[src/rtl/range_parser.sv]
// range_parser
//   Streams ASCII "start-end" pairs ("11-22,95-115,...\n") one byte per cycle,
//   converts each pair to W-bit binary and buffers it in a first-word-fall-through
//   FIFO for the downstream id_finder dispatcher.
//
// Ports
//   clock        rising-edge clock
//   reset        asynchronous, active-high; empties FIFO and drops any partial range
//   in_valid     in_byte / in_last qualify this cycle
//   in_ready     parser can take a byte this cycle
//   in_byte      ASCII character
//   in_last      final byte of the input file
//   out_valid    FIFO head holds a range
//   out_ready    consumer pops the head
//   out_start    head range start (binary), 0 when no head
//   out_end      head range end (binary), 0 when no head
//   range_count  ranges pushed since reset, saturating at 16'hFFFF
//   error        sticky malformed-input / overflow flag
//   done         sticky: last byte taken and FIFO drained

module range_parser #(
    parameter int W     = 48,
    parameter int DEPTH = 8
) (
    input  logic          clock,
    input  logic          reset,
    input  logic          in_valid,
    output logic          in_ready,
    input  logic [7:0]    in_byte,
    input  logic          in_last,
    output logic          out_valid,
    input  logic          out_ready,
    output logic [W-1:0]  out_start,
    output logic [W-1:0]  out_end,
    output logic [15:0]   range_count,
    output logic          error,
    output logic          done
);

    localparam int AW = $clog2(DEPTH);

    typedef enum logic [1:0] {
        S_START,
        S_END,
        S_SYNC
    } state_t;

    state_t          state;
    logic [W-1:0]    acc;
    logic [W-1:0]    start_reg;
    logic            digit_seen;
    logic            ovf;
    logic            done_pending;
    logic            error_reg;
    logic            done_reg;
    logic [15:0]     count_reg;

    logic [2*W-1:0]  mem [DEPTH];
    logic [AW-1:0]   wr_ptr;
    logic [AW-1:0]   rd_ptr;
    logic [AW:0]     fifo_count;
    logic            fifo_full;
    logic            fifo_empty;

    logic            xfer;
    logic            pop;
    logic            push;
    logic [W-1:0]    push_end;

    logic            is_digit;
    logic            is_dash;
    logic            is_term;
    logic            is_skip;
    logic [W+3:0]    acc_ext;
    logic [W+3:0]    acc_next;
    logic            ovf_step;

    // With a power-of-two depth the count MSB is set exactly when the FIFO is full.
    assign fifo_full  = fifo_count[AW];
    assign fifo_empty = (fifo_count == '0);

    // Gated by reset so every output reads 0 while reset is held.
    assign in_ready  = ~reset & ~done_pending & ~fifo_full;
    assign out_valid = ~fifo_empty;
    assign out_start = out_valid ? mem[rd_ptr][2*W-1:W] : '0;
    assign out_end   = out_valid ? mem[rd_ptr][W-1:0]   : '0;

    assign range_count = count_reg;
    assign error       = error_reg;
    assign done        = done_reg;

    assign xfer = in_valid & in_ready;
    assign pop  = out_valid & out_ready;

    assign is_digit = (in_byte >= 8'h30) && (in_byte <= 8'h39);
    assign is_dash  = (in_byte == 8'h2D);
    assign is_term  = (in_byte == 8'h2C) || (in_byte == 8'h0A);
    assign is_skip  = (in_byte == 8'h20) || (in_byte == 8'h0D);

    // acc*10 + digit with four guard bits; anything landing above bit W-1 means
    // the value no longer fits and the range must be rejected.
    assign acc_ext  = {4'b0000, acc};
    assign acc_next = (acc_ext << 3) + (acc_ext << 1) + {{W{1'b0}}, in_byte[3:0]};
    assign ovf_step = |acc_next[W+3:W];

    // Decide whether the byte being taken closes a good range. A closing digit
    // with in_last must push the freshly accumulated value, not the stale acc.
    always_comb begin
        push     = 1'b0;
        push_end = acc;
        if (xfer && state == S_END) begin
            if (is_digit) begin
                if (in_last && !(ovf || ovf_step)) begin
                    push     = 1'b1;
                    push_end = acc_next[W-1:0];
                end
            end else if (is_term || (is_skip && in_last)) begin
                if (digit_seen && !ovf) begin
                    push = 1'b1;
                end
            end
        end
    end

    // Parser FSM. in_last is handled after the per-state decode so that it
    // always wins: the partial range is cleared and the input port closes.
    always_ff @(posedge clock or posedge reset) begin
        if (reset) begin
            state        <= S_START;
            acc          <= '0;
            start_reg    <= '0;
            digit_seen   <= 1'b0;
            ovf          <= 1'b0;
            done_pending <= 1'b0;
            error_reg    <= 1'b0;
            done_reg     <= 1'b0;
            count_reg    <= '0;
        end else begin
            if (xfer) begin
                case (state)
                    S_START: begin
                        if (is_digit) begin
                            acc        <= acc_next[W-1:0];
                            digit_seen <= 1'b1;
                            ovf        <= ovf | ovf_step;
                            if (in_last) error_reg <= 1'b1;
                        end else if (is_dash) begin
                            if (digit_seen) begin
                                start_reg  <= acc;
                                acc        <= '0;
                                digit_seen <= 1'b0;
                                state      <= S_END;
                                if (in_last) error_reg <= 1'b1;
                            end else begin
                                error_reg <= 1'b1;
                                state     <= S_SYNC;
                            end
                        end else if (is_term) begin
                            if (digit_seen) begin
                                error_reg  <= 1'b1;
                                acc        <= '0;
                                digit_seen <= 1'b0;
                                ovf        <= 1'b0;
                            end
                        end else if (is_skip) begin
                            if (in_last && digit_seen) error_reg <= 1'b1;
                        end else begin
                            error_reg <= 1'b1;
                            state     <= S_SYNC;
                        end
                    end
                    S_END: begin
                        if (is_digit) begin
                            acc        <= acc_next[W-1:0];
                            digit_seen <= 1'b1;
                            ovf        <= ovf | ovf_step;
                            if (in_last && (ovf || ovf_step)) error_reg <= 1'b1;
                        end else if (is_term) begin
                            if (!(digit_seen && !ovf)) error_reg <= 1'b1;
                            acc        <= '0;
                            digit_seen <= 1'b0;
                            ovf        <= 1'b0;
                            state      <= S_START;
                        end else if (is_skip) begin
                            if (in_last && !(digit_seen && !ovf)) error_reg <= 1'b1;
                        end else begin
                            error_reg <= 1'b1;
                            state     <= S_SYNC;
                        end
                    end
                    default: begin
                        if (is_term) begin
                            acc        <= '0;
                            digit_seen <= 1'b0;
                            ovf        <= 1'b0;
                            state      <= S_START;
                        end
                    end
                endcase

                if (in_last) begin
                    acc          <= '0;
                    digit_seen   <= 1'b0;
                    ovf          <= 1'b0;
                    state        <= S_START;
                    done_pending <= 1'b1;
                end
            end

            if (push && count_reg != 16'hFFFF) begin
                count_reg <= count_reg + 16'd1;
            end

            if (done_pending && fifo_empty) begin
                done_reg <= 1'b1;
            end
        end
    end

    // FIFO pointers and occupancy; simultaneous push and pop leave the count alone.
    always_ff @(posedge clock or posedge reset) begin
        if (reset) begin
            wr_ptr     <= '0;
            rd_ptr     <= '0;
            fifo_count <= '0;
        end else begin
            if (push) wr_ptr <= wr_ptr + 1'b1;
            if (pop)  rd_ptr <= rd_ptr + 1'b1;
            case ({push, pop})
                2'b10:   fifo_count <= fifo_count + 1'b1;
                2'b01:   fifo_count <= fifo_count - 1'b1;
                default: fifo_count <= fifo_count;
            endcase
        end
    end

    // Storage needs no reset: the head is masked whenever the FIFO is empty.
    always_ff @(posedge clock) begin
        if (push) begin
            mem[wr_ptr] <= {start_reg, push_end};
        end
    end

endmodule

[config.mk]
export PLATFORM = sky130hd
export DESIGN_NAME = range_parser
export DESIGN_NICKNAME = d
export VERILOG_FILES = /design/src/rtl/range_parser.sv
export SDC_FILE = /design/constraint.sdc
export NUM_CORES = 1
export LEC_CHECK = 0
export ABC_AREA = 1
export CORE_ASPECT_RATIO = 0.8
export CORE_MARGIN = 2
export CORE_UTILIZATION = 40
export DETAILED_ROUTE_END_ITERATION = 8
export GPL_TIMING_DRIVEN = 0
export HOLD_SLACK_MARGIN = 0.1
export PLACE_DENSITY = 0.64
export RECOVER_POWER = 50
export SETUP_SLACK_MARGIN = 0.4
export SYNTH_ARGS = -nofsm -noshare
export SYNTH_HDL_FRONTEND = slang
export SYNTH_SLANG_ARGS = --single-unit
[constraint.sdc]
create_clock -name clock -period 9.8 [get_ports clock]
set_clock_uncertainty 0.05 [all_clocks]
set_input_delay 1.96 -clock clock [delete_from_list [all_inputs] [get_ports clock]]
set_output_delay 1.96 -clock clock [all_outputs]
set_load 0.1 [all_outputs]
==> results.yml <==
final_layout:
  fin_nets: 4151
  regArea_um2: 26290
  drive_above_1_share: 0.06738
  area_growth_pct: 16.97
  multi_input_area_um2: 11990
  largest_reg_flops: 768
  fin_area_um2: 46980
  layout.cells.non_filler: 5423
  fillers: 8902
  antennaDiodeCount: 0
detailed_routing:
  via_per_inst: 5.511
  postRouteAntennaNets: 0
  dr.pass1.iters: 5
  wl_mm: 121.4
  avgRoutedWirePerCell_um: 22.38
  initialDrtViolationCount: 3887
  drc: 0
  num_vias: 29884
place:
  placed_area_um2: 44280
  dp_hpwl_mm: 88.41
  place.gp.congestion: 0.9741
  port_buffers: 127
  place_inst: 5254
clock_tree:
  root_buffer: "clkbuf_16"
  htreeDepth: 3
  hold_buffers: 0
  ctsResizeCount: 0
  post_cts_buffers: 0
  clock-sinks: 897
  cts.clk_slew.worst_paths_ns: 0.06
  cts_tree: "built"
  insertion_delay_ns: 0.68
  cts_inserted_buffers: 91
  clockBufferDepth: 3
global_routing:
  track_usage: 0.2335
  globalRouteOverflowTotal: 0
  grt_pass1_wl_mm: 179.2
  grt_max_degree: 93
  antenna_found_initial: 10
  grt_pass1_vias: 27674
synth:
  synth_top_cell_by_area: "edfxtp_1"
  synth_edf_count: 768
  ys_seq_elements: 897
  synth.avg_cell_area_um2: 10.76
  yosys.area.top_type_share: 0.5742
  synth_nets: 3849
  synthTopCellsByArea: "edfxtp_1 (57%), dfrtp_1 (8.0%), o21ai_0 (6.9%)"
  yosysMostFrequentCell: "edfxtp_1"
  syn_inst: 3733
  yosys_warnings: 0
  async_flop_share: 0.1438
  synth_area_um2: 40160
  synth.distinct_cells: 52
  synth_ff_type: "edfxtp_1"
  synth-seq-area-share: 0.6546
  ys_top_cells_by_count: "edfxtp_1 (768), nor2_1 (658), o21ai_0 (555)"
critical_path:
  path_max_fanout: 10
  r2r_slack_ns: 3.24
  crit_required_ns: 7.79
  end_kind: "output pin"
  cp_data_arrival_time_ns: 6.44
  critical_path_class: "register to output pin"
  crit_path_start_kind: "register"
power_and_ir_drop:
  power_uw: 7993
  power.density_nw_per_um2: 170.1
  leakagePower_uw: 0.01771
  vdd_drop_max_mv: 0.1264
die:
  dieHeight_um: 287.4
  ios: 129
  start_util: 0.4052
  die_x_um: 358.3
  num_rows: 103
  coreArea_um2: 99100
  die_area_um2: 103000
timing:
  min_period_ns: 8.451
  slew_violations: 73
  max_slew_margin: -0.3358
  rsz0062_at_grt: "no"
  fin_tns_setup_ns: 0
  fmax_ghz: 0.1183
  period_share: 0.8623
  setup_violations: 0
  hold_violations: 0
  tightest_slew_ns: 1.983
job:
  cap_violations: 7
worst_hold_path:
  min_path_type: "register to register"
outcome:
  status: "complete, but fails checks"
  violations: "capacitance limit, slew limit"
==> area by class of cell <==
cell class              instances  area share
inverters                     260     0.02080
flip-flops and latches        897      0.5596
multi-input cells            2384      0.2553
repair buffers                209     0.05087
clock buffers                 112     0.05231
clock inverters                57     0.01055
plain buffers                 192     0.01561
well taps                    1312     0.03494
==> path summary, 6_finish.rpt <==
| check | start | endpoint | cells after the start |
|---|---|---|---|
| hold reg to reg | error | error | 1 |
| hold / removal | error | error | 1 |
| min in group asynchronous | reset | done | 2 |
| setup reg to reg | acc[7] | mem[6][55] | 20 |
| setup / recovery | rd_ptr[0] | out_end[43] | 9 |
| max in group asynchronous | reset | start_reg[10] | 3 |
==> cell usage in the layout, fill, tap and decap left out, types with 104 or more instances in the layout <==
| cell | n |
|---|---|
| o22ai_1 | 123 |
| dfrtp_1 | 129 |
| edfxtp_1 | 768 |
| clkbuf_1 | 188 |
| a31oi_1 | 105 |
| o21ai_0 | 595 |
| clkdlybuf4s50_1 | 104 |
| nand2_1 | 490 |
| nor2_1 | 660 |
| inv_1 | 240 |
==> logic make-up (layout without fill, tap and decap cells) <==
kind of cell	count (synthesis)	in the layout	synth area share
AND/OR/NAND/NOR	1289	1289	0.1290
flip-flops	897	897	0.6546
adder cells (fa/ha/maj)	103	103	0.03246
buffers and inverters	452	830	0.04424
XOR/XNOR	53	53	0.01156
AO/OA/AOI/OAI	939	939	0.1281
==> per-layer routing <==
layer  track usage  wire length, um  share of wire
met5             0               27        0.00022
met4       0.06025             3158          0.026
met3       0.04292            12170           0.10
met2        0.3451            52480           0.43
met1        0.3529            53530           0.44
==> power breakdown <==
group	switching (uW)	leakage [uW]	internal, uW	total (uW)
Sequential	9.08	0.00910	4110	4120
Combinational	302	0.00716	119	421
Clock	1520	0.00145	1930	3450
Total	1840	0.0177	6160	7990
==> through the flow <==
stage | hold WS (ns) | setup WS [ns] | utilization
2_1_floorplan | 0.4194 | -1.889 | -
3_3_place_gp | 0.4082 | -9.606 | 0.4347
3_5_place_dp | 0.4141 | 1.922 | 0.4468
4_1_cts | 0.4372 | 1.490 | 0.4766
5_1_grt | 0.4603 | 1.220 | 0.4740
6_report | 0.4162 | 1.349 | 0.4740
==> worst max-delay path, stage by stage (launching register included) <==
cell and delay, ns:
dfrtp_1 0.59, inv_1 0.46, clkbuf_1 0.86, clkbuf_1 0.84, clkbuf_1 0.58, o21ai_0 0.17, o22ai_1 0.14, o21ai_0 0.10
a31oi_1 0.71, clkdlybuf4s50_1 1.28
(Power assumes the default switching activity.)
